$ cat config.mk
export PLATFORM = sky130hd
export DESIGN_NAME = bulls_cows_ng_flat
export DESIGN_NICKNAME = d
export VERILOG_FILES = /design/src/rtl/bulls_cows_ng_if.sv /design/src/rtl/bulls_cows_ng.sv /design/src/flat_wrapper.sv
export SDC_FILE = /design/constraint.sdc
export NUM_CORES = 1
export LEC_CHECK = 0
export ABC_AREA = 1
export CAP_MARGIN = 40
export CORE_ASPECT_RATIO = 2
export CORE_MARGIN = 2
export CORE_UTILIZATION = 38
export DETAILED_ROUTE_END_ITERATION = 12
export PLACE_DENSITY = 0.62
export SLEW_MARGIN = 20
export SYNTH_ARGS = -nofsm -noshare
export SYNTH_HDL_FRONTEND = slang
export SYNTH_SLANG_ARGS = --single-unit
$ cat constraint.sdc
create_clock -name clock -period 9.3 [get_ports clock]
set_input_delay 1.86 -clock clock [delete_from_list [all_inputs] [get_ports clock]]
set_output_delay 1.86 -clock clock [all_outputs]
set_load 0.02 [all_outputs]
$ cat src/rtl/bulls_cows_ng_if.sv
// Front-end / display bundle of the Bulls & Cows controller.
// The master side drives guess/confirm and the slave side drives the results.
interface bulls_cows_ng_if #(
   parameter int DIGITS     = 4,
   parameter int DIGIT_W    = 4,
   parameter int MAX_ROUNDS = 15
);
   localparam int CW = $clog2(DIGITS + 1);
   localparam int RW = $clog2(MAX_ROUNDS + 1);

   logic [DIGITS*DIGIT_W-1:0] guess;
   logic                      confirm;
   logic [2:0]                state;
   logic                      player;
   logic [CW-1:0]             bulls;
   logic [CW-1:0]             cows;
   logic [RW-1:0]             round;
   logic [1:0]                winner;
   logic                      result_valid;
   logic                      invalid;

   modport master (
      output guess, confirm,
      input  state, player, bulls, cows, round, winner, result_valid, invalid
   );

   modport slave (
      input  guess, confirm,
      output state, player, bulls, cows, round, winner, result_valid, invalid
   );
endinterface

$ cat src/rtl/bulls_cows_ng.sv
// Two-player Bulls & Cows controller: validated secret/guess entry, an equalising
// last turn for J2, and a draw after MAX_ROUNDS unresolved rounds.
module bulls_cows_ng #(
   parameter int DIGITS     = 4,
   parameter int DIGIT_W    = 4,
   parameter int BASE       = 10,
   parameter int MAX_ROUNDS = 15
) (
   input logic           clock,
   input logic           reset,
   bulls_cows_ng_if.slave bus
);
   localparam int CW = $clog2(DIGITS + 1);
   localparam int RW = $clog2(MAX_ROUNDS + 1);
   localparam int GW = DIGITS * DIGIT_W;
   localparam logic [DIGIT_W:0] BASE_L = (DIGIT_W + 1)'(BASE);

   typedef enum logic [2:0] {
      SECRET_J1 = 3'd0,
      SECRET_J2 = 3'd1,
      GUESS_J1  = 3'd2,
      GUESS_J2  = 3'd3,
      WIN       = 3'd4,
      DRAW      = 3'd5
   } state_t;

   state_t        r_state,        w_state_nxt;
   logic          r_player,       w_player_nxt;
   logic [CW-1:0] r_bulls,        w_bulls_nxt;
   logic [CW-1:0] r_cows,         w_cows_nxt;
   logic [RW-1:0] r_round,        w_round_nxt;
   logic [1:0]    r_winner,       w_winner_nxt;
   logic          r_result_valid, w_result_valid_nxt;
   logic          r_invalid,      w_invalid_nxt;
   logic [GW-1:0] r_secret_j1,    w_secret_j1_nxt;
   logic [GW-1:0] r_secret_j2,    w_secret_j2_nxt;
   logic          r_j1_hit,       w_j1_hit_nxt;
   logic          r_confirm_q;

   logic          w_pulse;
   logic [GW-1:0] w_secret;
   logic          w_valid;
   logic [CW-1:0] w_bulls;
   logic [CW-1:0] w_cows;
   logic          w_hit;
   logic [RW-1:0] w_round_inc;

   assign w_pulse     = bus.confirm & ~r_confirm_q;
   assign w_secret    = (r_state == GUESS_J1) ? r_secret_j2 : r_secret_j1;
   assign w_hit       = (w_bulls == CW'(DIGITS));
   assign w_round_inc = r_round + RW'(1);

   // Score and validity of the entry currently on the switches
   always_comb begin
      w_valid = 1'b1;
      w_bulls = '0;
      w_cows  = '0;
      for (int unsigned i = 0; i < DIGITS; i++) begin
         if ({1'b0, bus.guess[i*DIGIT_W +: DIGIT_W]} >= BASE_L)
            w_valid = 1'b0;
         if (bus.guess[i*DIGIT_W +: DIGIT_W] == w_secret[i*DIGIT_W +: DIGIT_W])
            w_bulls = w_bulls + CW'(1);
         for (int unsigned j = 0; j < DIGITS; j++) begin
            if (i != j && bus.guess[i*DIGIT_W +: DIGIT_W] == w_secret[j*DIGIT_W +: DIGIT_W])
               w_cows = w_cows + CW'(1);
            if (j > i && bus.guess[i*DIGIT_W +: DIGIT_W] == bus.guess[j*DIGIT_W +: DIGIT_W])
               w_valid = 1'b0;
         end
      end
   end

   always_comb begin
      w_state_nxt        = r_state;
      w_player_nxt       = r_player;
      w_bulls_nxt        = r_bulls;
      w_cows_nxt         = r_cows;
      w_round_nxt        = r_round;
      w_winner_nxt       = r_winner;
      w_result_valid_nxt = 1'b0;
      w_invalid_nxt      = 1'b0;
      w_secret_j1_nxt    = r_secret_j1;
      w_secret_j2_nxt    = r_secret_j2;
      w_j1_hit_nxt       = r_j1_hit;
      case (r_state)
         SECRET_J1, SECRET_J2, GUESS_J1, GUESS_J2: begin
            if (w_pulse && !w_valid) begin
               w_invalid_nxt = 1'b1;
            end else if (w_pulse) begin
               case (r_state)
                  SECRET_J1: begin
                     w_secret_j1_nxt = bus.guess;
                     w_state_nxt     = SECRET_J2;
                     w_player_nxt    = 1'b1;
                  end
                  SECRET_J2: begin
                     w_secret_j2_nxt = bus.guess;
                     w_state_nxt     = GUESS_J1;
                     w_player_nxt    = 1'b0;
                  end
                  GUESS_J1: begin
                     w_bulls_nxt        = w_bulls;
                     w_cows_nxt         = w_cows;
                     w_result_valid_nxt = 1'b1;
                     w_state_nxt        = GUESS_J2;
                     w_player_nxt       = 1'b1;
                     if (w_hit)
                        w_j1_hit_nxt = 1'b1;
                  end
                  default: begin
                     w_bulls_nxt        = w_bulls;
                     w_cows_nxt         = w_cows;
                     w_result_valid_nxt = 1'b1;
                     if (r_j1_hit && w_hit) begin
                        w_state_nxt  = DRAW;
                        w_winner_nxt = 2'b11;
                     end else if (r_j1_hit) begin
                        w_state_nxt  = WIN;
                        w_winner_nxt = 2'b01;
                     end else if (w_hit) begin
                        w_state_nxt  = WIN;
                        w_winner_nxt = 2'b10;
                     end else if (r_round != RW'(MAX_ROUNDS)) begin
                        w_round_nxt = w_round_inc;
                        if (w_round_inc == RW'(MAX_ROUNDS)) begin
                           w_state_nxt  = DRAW;
                           w_winner_nxt = 2'b00;
                        end else begin
                           w_state_nxt  = GUESS_J1;
                           w_player_nxt = 1'b0;
                        end
                     end
                  end
               endcase
            end
         end
         WIN, DRAW: begin
            if (w_pulse) begin
               w_state_nxt     = SECRET_J1;
               w_player_nxt    = 1'b0;
               w_bulls_nxt     = '0;
               w_cows_nxt      = '0;
               w_round_nxt     = '0;
               w_winner_nxt    = 2'b00;
               w_secret_j1_nxt = '0;
               w_secret_j2_nxt = '0;
               w_j1_hit_nxt    = 1'b0;
            end
         end
         default: w_state_nxt = SECRET_J1;
      endcase
   end

   // confirm_q resets high so a button held through reset is not seen as a press
   always_ff @(posedge clock or posedge reset) begin
      if (reset) begin
         r_state        <= SECRET_J1;
         r_player       <= 1'b0;
         r_bulls        <= '0;
         r_cows         <= '0;
         r_round        <= '0;
         r_winner       <= 2'b00;
         r_result_valid <= 1'b0;
         r_invalid      <= 1'b0;
         r_secret_j1    <= '0;
         r_secret_j2    <= '0;
         r_j1_hit       <= 1'b0;
         r_confirm_q    <= 1'b1;
      end else begin
         r_state        <= w_state_nxt;
         r_player       <= w_player_nxt;
         r_bulls        <= w_bulls_nxt;
         r_cows         <= w_cows_nxt;
         r_round        <= w_round_nxt;
         r_winner       <= w_winner_nxt;
         r_result_valid <= w_result_valid_nxt;
         r_invalid      <= w_invalid_nxt;
         r_secret_j1    <= w_secret_j1_nxt;
         r_secret_j2    <= w_secret_j2_nxt;
         r_j1_hit       <= w_j1_hit_nxt;
         r_confirm_q    <= bus.confirm;
      end
   end

   assign bus.state        = r_state;
   assign bus.player       = r_player;
   assign bus.bulls        = r_bulls;
   assign bus.cows         = r_cows;
   assign bus.round        = r_round;
   assign bus.winner       = r_winner;
   assign bus.result_valid = r_result_valid;
   assign bus.invalid      = r_invalid;
endmodule

$ cat src/flat_wrapper.sv
// flat-port wrapper written by rule: the top's interface ports become plain ports
module bulls_cows_ng_flat 
#(
   parameter int DIGITS     = 4,
   parameter int DIGIT_W    = 4,
   parameter int BASE       = 10,
   parameter int MAX_ROUNDS = 15
)
  (clock, reset, bus_guess, bus_confirm, bus_state, bus_player, bus_bulls, bus_cows, bus_round, bus_winner, bus_result_valid, bus_invalid);
  bulls_cows_ng_if #(.DIGITS(DIGITS), .DIGIT_W(DIGIT_W), .MAX_ROUNDS(MAX_ROUNDS)) bus_i ();
  input logic clock;
  input logic reset;
  input wire logic [$bits(bus_i.guess)-1:0] bus_guess;
  input wire logic [$bits(bus_i.confirm)-1:0] bus_confirm;
  output wire logic [$bits(bus_i.state)-1:0] bus_state;
  output wire logic [$bits(bus_i.player)-1:0] bus_player;
  output wire logic [$bits(bus_i.bulls)-1:0] bus_bulls;
  output wire logic [$bits(bus_i.cows)-1:0] bus_cows;
  output wire logic [$bits(bus_i.round)-1:0] bus_round;
  output wire logic [$bits(bus_i.winner)-1:0] bus_winner;
  output wire logic [$bits(bus_i.result_valid)-1:0] bus_result_valid;
  output wire logic [$bits(bus_i.invalid)-1:0] bus_invalid;
  assign bus_i.guess = bus_guess;
  assign bus_i.confirm = bus_confirm;
  assign bus_state = bus_i.state;
  assign bus_player = bus_i.player;
  assign bus_bulls = bus_i.bulls;
  assign bus_cows = bus_i.cows;
  assign bus_round = bus_i.round;
  assign bus_winner = bus_i.winner;
  assign bus_result_valid = bus_i.result_valid;
  assign bus_invalid = bus_i.invalid;
  bulls_cows_ng #(.DIGITS(DIGITS), .DIGIT_W(DIGIT_W), .BASE(BASE), .MAX_ROUNDS(MAX_ROUNDS)) u_core (.clock(clock), .reset(reset), .bus(bus_i));
endmodule
==> impl_metrics.ini, run 1 <==
[status]
status = complete, no violations

[drt]
vias_per_cell = 5.163
vias = 4476
ant_nets = 0
drc = 0
wl_per_cell_um = 14.19
drtIter0Drc = 183
wirelength_mm = 12.30
dr.pass1.iters = 5

[sta]
maxSlewViolCount = 0
setup_violations = 0
rsz0062_at_grt = false
worstMarginPinSlew_ns = 0.6609
fmax_mhz = 120.8
finalCritPeriodShare = 0.8902
clock_skew_ns = 0.009287
max_slew_margin = 0.5594
fin_setup_tns_ns = 0
post-route-min-period_ns = 8.279
hold_ws_ns = 0.4847
hold_viol_final = 0
setup_slack_ns = 1.021

[worst_setup_path]
path_class = input pin to flop
r2r_slack_ns = 1.93
cpMaxStageDelayCell = clkdlybuf4s50_1
max_stage_delay_ns = 0.59
startpoint_type = input pin
critPathCaptureType = flop
cp_max_fo = 6
worstPathRequired_ns = 9.49
critical_path_arrival_ns = 8.47
worstRegToRegCells = 40

[floorplanning]
num_rows = 59
ioPinCount = 37
die-height_um = 165.5
start_util = 0.3860
die_width_um = 84.78
core_um2 = 12840
die_area_um2 = 14030

[clock_tree]
h-tree-depth = 2
ctsHoldBuffers = 0
worstSkewPairLatency_ns = 0.30
clkSinkCount = 52
clk_pin_slew_ns = 0.07
cts_buffers = 5
root_buffer = clkbuf_16
cts_setup_buffers = 0
clock_path_buffers = 2
cts_tree = yes
post_cts_resized = 0

[power]
p_per_area_nw_per_um2 = 339.8
peakVddDrop_uv = 151.1
p_leak_nw = 2.787

[flow_run]
cap_violations = 0

[worst_hold_path]
holdPathStages = 2
min_path_type = flop to flop

[placement]
dpl_worst_slack_ns = 0.6928
dp_cells = 859
dp_hpwl_mm = 9.600
gp_congestion = 0.8766
numPortBuffers = 36

[cells_and_area]
filler_cell_count = 1329
diodes = 0
layout-drive-gt1-share = 0.1301
fin_nets = 750
instances_no_fill = 867
area_growth_syn_to_layout_pct = 13.17
layout_common_cells = nand2_1, nand3_1, inv_1, xor2_1, dfrtp_1
final_common_cell = nand2_1

[synthesis]
syn_area_um2 = 4959
ys_warn_count = 0
syn_area_per_cell_um2 = 7.186
syn_inst = 690
synth_seq_area_share = 0.2627
ys_types = 43
ys_seq_elements = 52
synth_nets = 726

[grt]
grt_pass1_vias = 4333
grt_usage = 0.1847
antenna_found_initial = 0
grt_overflow_total = 0
grt_max_degree = 53
grt_pass1_wl_mm = 20.84
-- power by group --
| group | internal [mW] | switching, mW |
|---|---|---|
| clock network | 0.129 | 0.0931 |
| logic | 0.473 | 0.841 |
| registers | 0.315 | 0.0564 |
-- cell usage after synthesis --
| cell type | instances | share of area |
|---|---|---|
| a41oi_1 | 1 | 0.0018 |
| a21oi_1 | 8 | 0.0081 |
| nor4_1 | 2 | 0.0025 |
| clkbuf_1 | 17 | 0.013 |
| a31oi_2 | 1 | 0.0025 |
| nor2_4 | 1 | 0.0023 |
| inv_6 | 1 | 0.0018 |
| nand2_4 | 4 | 0.0091 |
| nor2_8 | 2 | 0.0081 |
| nand3_4 | 2 | 0.0071 |
| o22ai_1 | 2 | 0.0025 |
| mux2_1 | 5 | 0.011 |
| nand2_2 | 21 | 0.026 |
| buf_2 | 3 | 0.0030 |
| xor2_1 | 61 | 0.11 |
| dfrtp_1 | 51 | 0.26 |
| buf_6 | 2 | 0.0045 |
| clkinv_1 | 5 | 0.0038 |
| a21oi_2 | 1 | 0.0018 |
| nand3_2 | 11 | 0.022 |
| ha_1 | 17 | 0.043 |
| o21ai_2 | 5 | 0.0088 |
| or2_2 | 7 | 0.0088 |
| o2111ai_1 | 1 | 0.0018 |
| dfstp_2 | 1 | 0.0053 |
| or2_0 | 1 | 0.0013 |
| xnor2_1 | 21 | 0.037 |
| nor3_1 | 4 | 0.0040 |
| or2_1 | 1 | 0.0013 |
| o31ai_1 | 3 | 0.0045 |
| nand2_1 | 159 | 0.12 |
| nand3_1 | 76 | 0.077 |
| nand4_1 | 8 | 0.010 |
| buf_4 | 2 | 0.0030 |
| mux2_2 | 9 | 0.020 |
| o211ai_1 | 2 | 0.0030 |
| o21ai_4 | 4 | 0.013 |
| inv_2 | 8 | 0.0061 |
| o21ai_0 | 37 | 0.037 |
| and2_1 | 5 | 0.0063 |
| nor2_1 | 40 | 0.030 |
| inv_1 | 72 | 0.055 |
| o21ai_1 | 6 | 0.0061 |
-- logic make-up (layout without fill, tap and decap cells) --
kind of cell | Yosys count | in the layout | share of synthesized area
AND/OR/NAND/NOR | 344 | 344 | 0.3369
buffers and inverters | 110 | 135 | 0.08958
XOR/XNOR | 82 | 82 | 0.1448
AO/OA/AOI/OAI | 71 | 71 | 0.09134
flip-flops | 52 | 52 | 0.2627
adder cells (fa/ha/maj) | 17 | 17 | 0.04290
multiplexers | 14 | 14 | 0.03179
-- worst paths after layout --
| check | from | to |
|---|---|---|
| min reg2reg | u_core.bus.cows[1] | u_core.bus.cows[1] |
| min in group asynchronous | reset | u_core.bus.round[1] |
| max reg2reg | u_core.bus.state[2] | u_core.bus.cows[2] |
| max in group asynchronous | reset | u_core.r_secret_j2[5] |
| min | u_core.bus.cows[1] | u_core.bus.cows[1] |
| max | bus_guess[0] | u_core.bus.cows[2] |
-- area by class of cell --
cell class | instances | area, um^2 | share of cell area
clock buffers | 5 | 125.1 | 0.02230
inverters | 86 | 327.8 | 0.05842
multi-input cells | 528 | 3214 | 0.5728
repair buffers | 41 | 405.4 | 0.07224
well taps | 152 | 190.2 | 0.03389
clock inverters | 3 | 46.29 | 0.008250
flip-flops and latches | 52 | 1303 | 0.2321
-- registers in the layout, summed over array words and instances, names as in the netlist, 2 cells and up --
signal,cells
u_core.bus.cows,3
u_core.r_secret_j2,16
u_core.bus.state,3
u_core.bus.winner,2
u_core.r_secret_j1,16
u_core.bus.bulls,3
u_core.bus.round,4
-- per-layer routing --
metal | wire length, um | track usage | up-vias
li1 | - | - | 2250
met1 | 5500 | 0.2301 | 2114
met2 | 6059 | 0.3282 | 91
met3 | 425 | 0.02237 | 21
met4 | 315 | 0.06061 | 0
met5 | 0 | 0 | -
-- critical path: cells and delay by family --
kind | cells | cell delay, ns
AO/OA/AOI/OAI | 2 | 0.16
XOR/XNOR | 4 | 0.72
adder cells (fa/ha/maj) | 6 | 1.66
buffers and inverters | 4 | 1.03
AND/OR/NAND/NOR | 23 | 3.03
-- through the flow --
| step | utilization | area (um^2) | total power, mW |
|---|---|---|---|
| 2_1_floorplan | - | 4959 | 1.416 |
| 3_3_place_gp | 0.4224 | 5425 | 1.663 |
| 3_5_place_dp | 0.4235 | 5440 | 1.693 |
| 4_1_cts | 0.4369 | 5612 | 1.921 |
| 5_1_grt | 0.4369 | 5612 | 2.100 |
| 6_report | 0.4369 | 5612 | 1.907 |
Note: power is estimated with default switching activity, not from simulation.
==> inputs of run 2 (changes only) <==
- PLACE_DENSITY: 0.62 -> 0.6
- SKIP_LAST_GASP: unset -> 1
==> run 2 against run 1 <==
Critical path depth rose by 1. Non-clock buffer count did not move. First-iteration DRC count rose by 50%. Largest power group unchanged. Final cell count did not move. Highest routed layer unchanged.
==> impl_metrics.ini, run 2 (synthesis gave the netlist of run 1 again) <==
[drt]
drtIter0Drc = 275
vias_per_cell = 5.058
vias = 4385
drc = 0
wirelength_mm = 12.30
wl_per_cell_um = 14.18
dr.pass1.iters = 5
ant_nets = 0

[worst_setup_path]
worstPathRequired_ns = 9.49
r2r_slack_ns = 1.92
r2r-start = u_core.bus.state[2]
worstRegToRegCells = 41
r2r_end = u_core.bus.cows[2]
cpMostUsedCell = nand3_1
cp_max_fo = 6
max_stage_delay_ns = 0.61
crit_buf_inv = 4
cpMaxStageDelayCell = clkdlybuf4s50_1
path_class = input pin to flop
critPathCaptureType = flop
critical_path_arrival_ns = 8.53
startpoint_type = input pin
crit_family = simple AND/OR/NAND/NOR gates

[clock_tree]
root_buffer = clkbuf_16
h-tree-depth = 2
cts_setup_buffers = 0
cts_tree = yes
cts_buffers = 5
post_cts_resized = 0
clock_path_buffers = 2
clkSinkCount = 52
ctsHoldBuffers = 0
clk_pin_slew_ns = 0.07
worstSkewPairLatency_ns = 0.30

[cells_and_area]
filler_cell_count = 1379
layout-drive-gt1-share = 0.1273
fin_nets = 750
final_common_cell = nand2_1
area_growth_syn_to_layout_pct = 12.49
final_area_um2 = 5578
diodes = 0
layout_common_cells = nand2_1, nand3_1, inv_1, xor2_1, dfrtp_1

[placement]
dp_hpwl_mm = 9.410
numPortBuffers = 36
gp_congestion = 0.9326
placed_area_um2 = 5436

[grt]
grt_max_degree = 53
grt_pass1_wl_mm = 21.07
grt_overflow_total = 0
grt_usage = 0.1850
antenna_found_initial = 0
grt_pass1_vias = 4352

[floorplanning]
num_rows = 59
die_width_um = 84.78
die_area_um2 = 14030
ioPinCount = 37
core_um2 = 12840
die-height_um = 165.5
start_util = 0.3860

[power]
pwr-share-seq = 0.198
peakVddDrop_uv = 154.4
p_leak_nw = 2.768
clock_power_share = 0.100
switching_share = 0.5229
total_power_mw = 1.865
p_comb_frac = 0.702
p_per_area_nw_per_um2 = 334.4
p_int_mw = 0.8900
p_sw_mw = 0.9753

[sta]
fmax_mhz = 120.0
setup_violations = 0
worstMarginPinSlew_ns = 0.6903
rsz0062_at_grt = false
fin_setup_tns_ns = 0
finalCritPeriodShare = 0.8961
clock_skew_ns = 0.009828
max_slew_margin = 0.5398
post-route-min-period_ns = 8.333
hold_viol_final = 0
maxSlewViolCount = 0

[status]
status = complete, no violations

[worst_hold_path]
min-delay-start = u_core.bus.cows[0]
min_path_type = flop to flop
holdPathStages = 2
min_to = u_core.bus.cows[0]

[flow_run]
cap_violations = 0
==> run 2: metal layers <==
layer  wire length [um]  share of wire  GRT usage  vias to the layer above
met4                133          0.011    0.04762                        0
met1               5630           0.46     0.2411                     2050
met5                  0              0          0                        -
met2               6048           0.49     0.3253                       78
met3                485          0.039    0.01938                        8
li1                   -              -          -                     2249
==> run 2: tightest hold or removal path, cell delays in order, from the launching register on <==
cell and delay [ns]:
dfrtp_1 0.35, nand2_1 0.05, nand2_1 0.05
==> run 2: power by group through the flow <==
stage / clock (mW) / combinational, mW / sequential, mW
3_3_place_gp: 0 / 1.29 / 0.372
5_1_grt: 0.201 / 1.49 / 0.384
2_1_floorplan: 0 / 1.03 / 0.384
4_1_cts: 0.194 / 1.32 / 0.370
6_report: 0.187 / 1.31 / 0.370
3_5_place_dp: 0 / 1.31 / 0.374
==> run 2: layout make-up <==
class	count	area (um^2)	share of cell area
multi-input combinational	528	3214	0.5763
sequential	52	1303	0.2335
timing repair buffer	41	401.6	0.07201
inverter	86	327.8	0.05877
tap	152	190.2	0.03410
clock buffer	7	132.6	0.02378
clock inverter	1	8.758	0.001570
==> run 2: metrics by stage <==
step / hold slack (ns) / utilization / instances / worst slack (ns)
floorplan: 0.4585 / - / 690 / 1.792
global placement: 0.4618 / 0.4224 / 858 / 0.8845
detailed placement: 0.4668 / 0.4232 / 859 / 0.6789
CTS: 0.4863 / 0.4342 / 867 / 0.9705
global route: 0.5089 / 0.4342 / 867 / 0.3102
finish: 0.4803 / 0.4342 / 867 / 0.9666
==> run 2: how the worst max path moves through the flow <==
stage,startpoint,endpoint,depth (start not counted)
floorplan,bus_guess[3],u_core.bus.cows[2],37
global placement,bus_guess[0],u_core.bus.cows[2],39
detailed placement,bus_guess[0],u_core.bus.cows[2],39
CTS,bus_guess[0],u_core.bus.cows[2],39
global route,bus_guess[0],u_core.bus.cows[2],40
finish,bus_guess[0],u_core.bus.cows[2],40
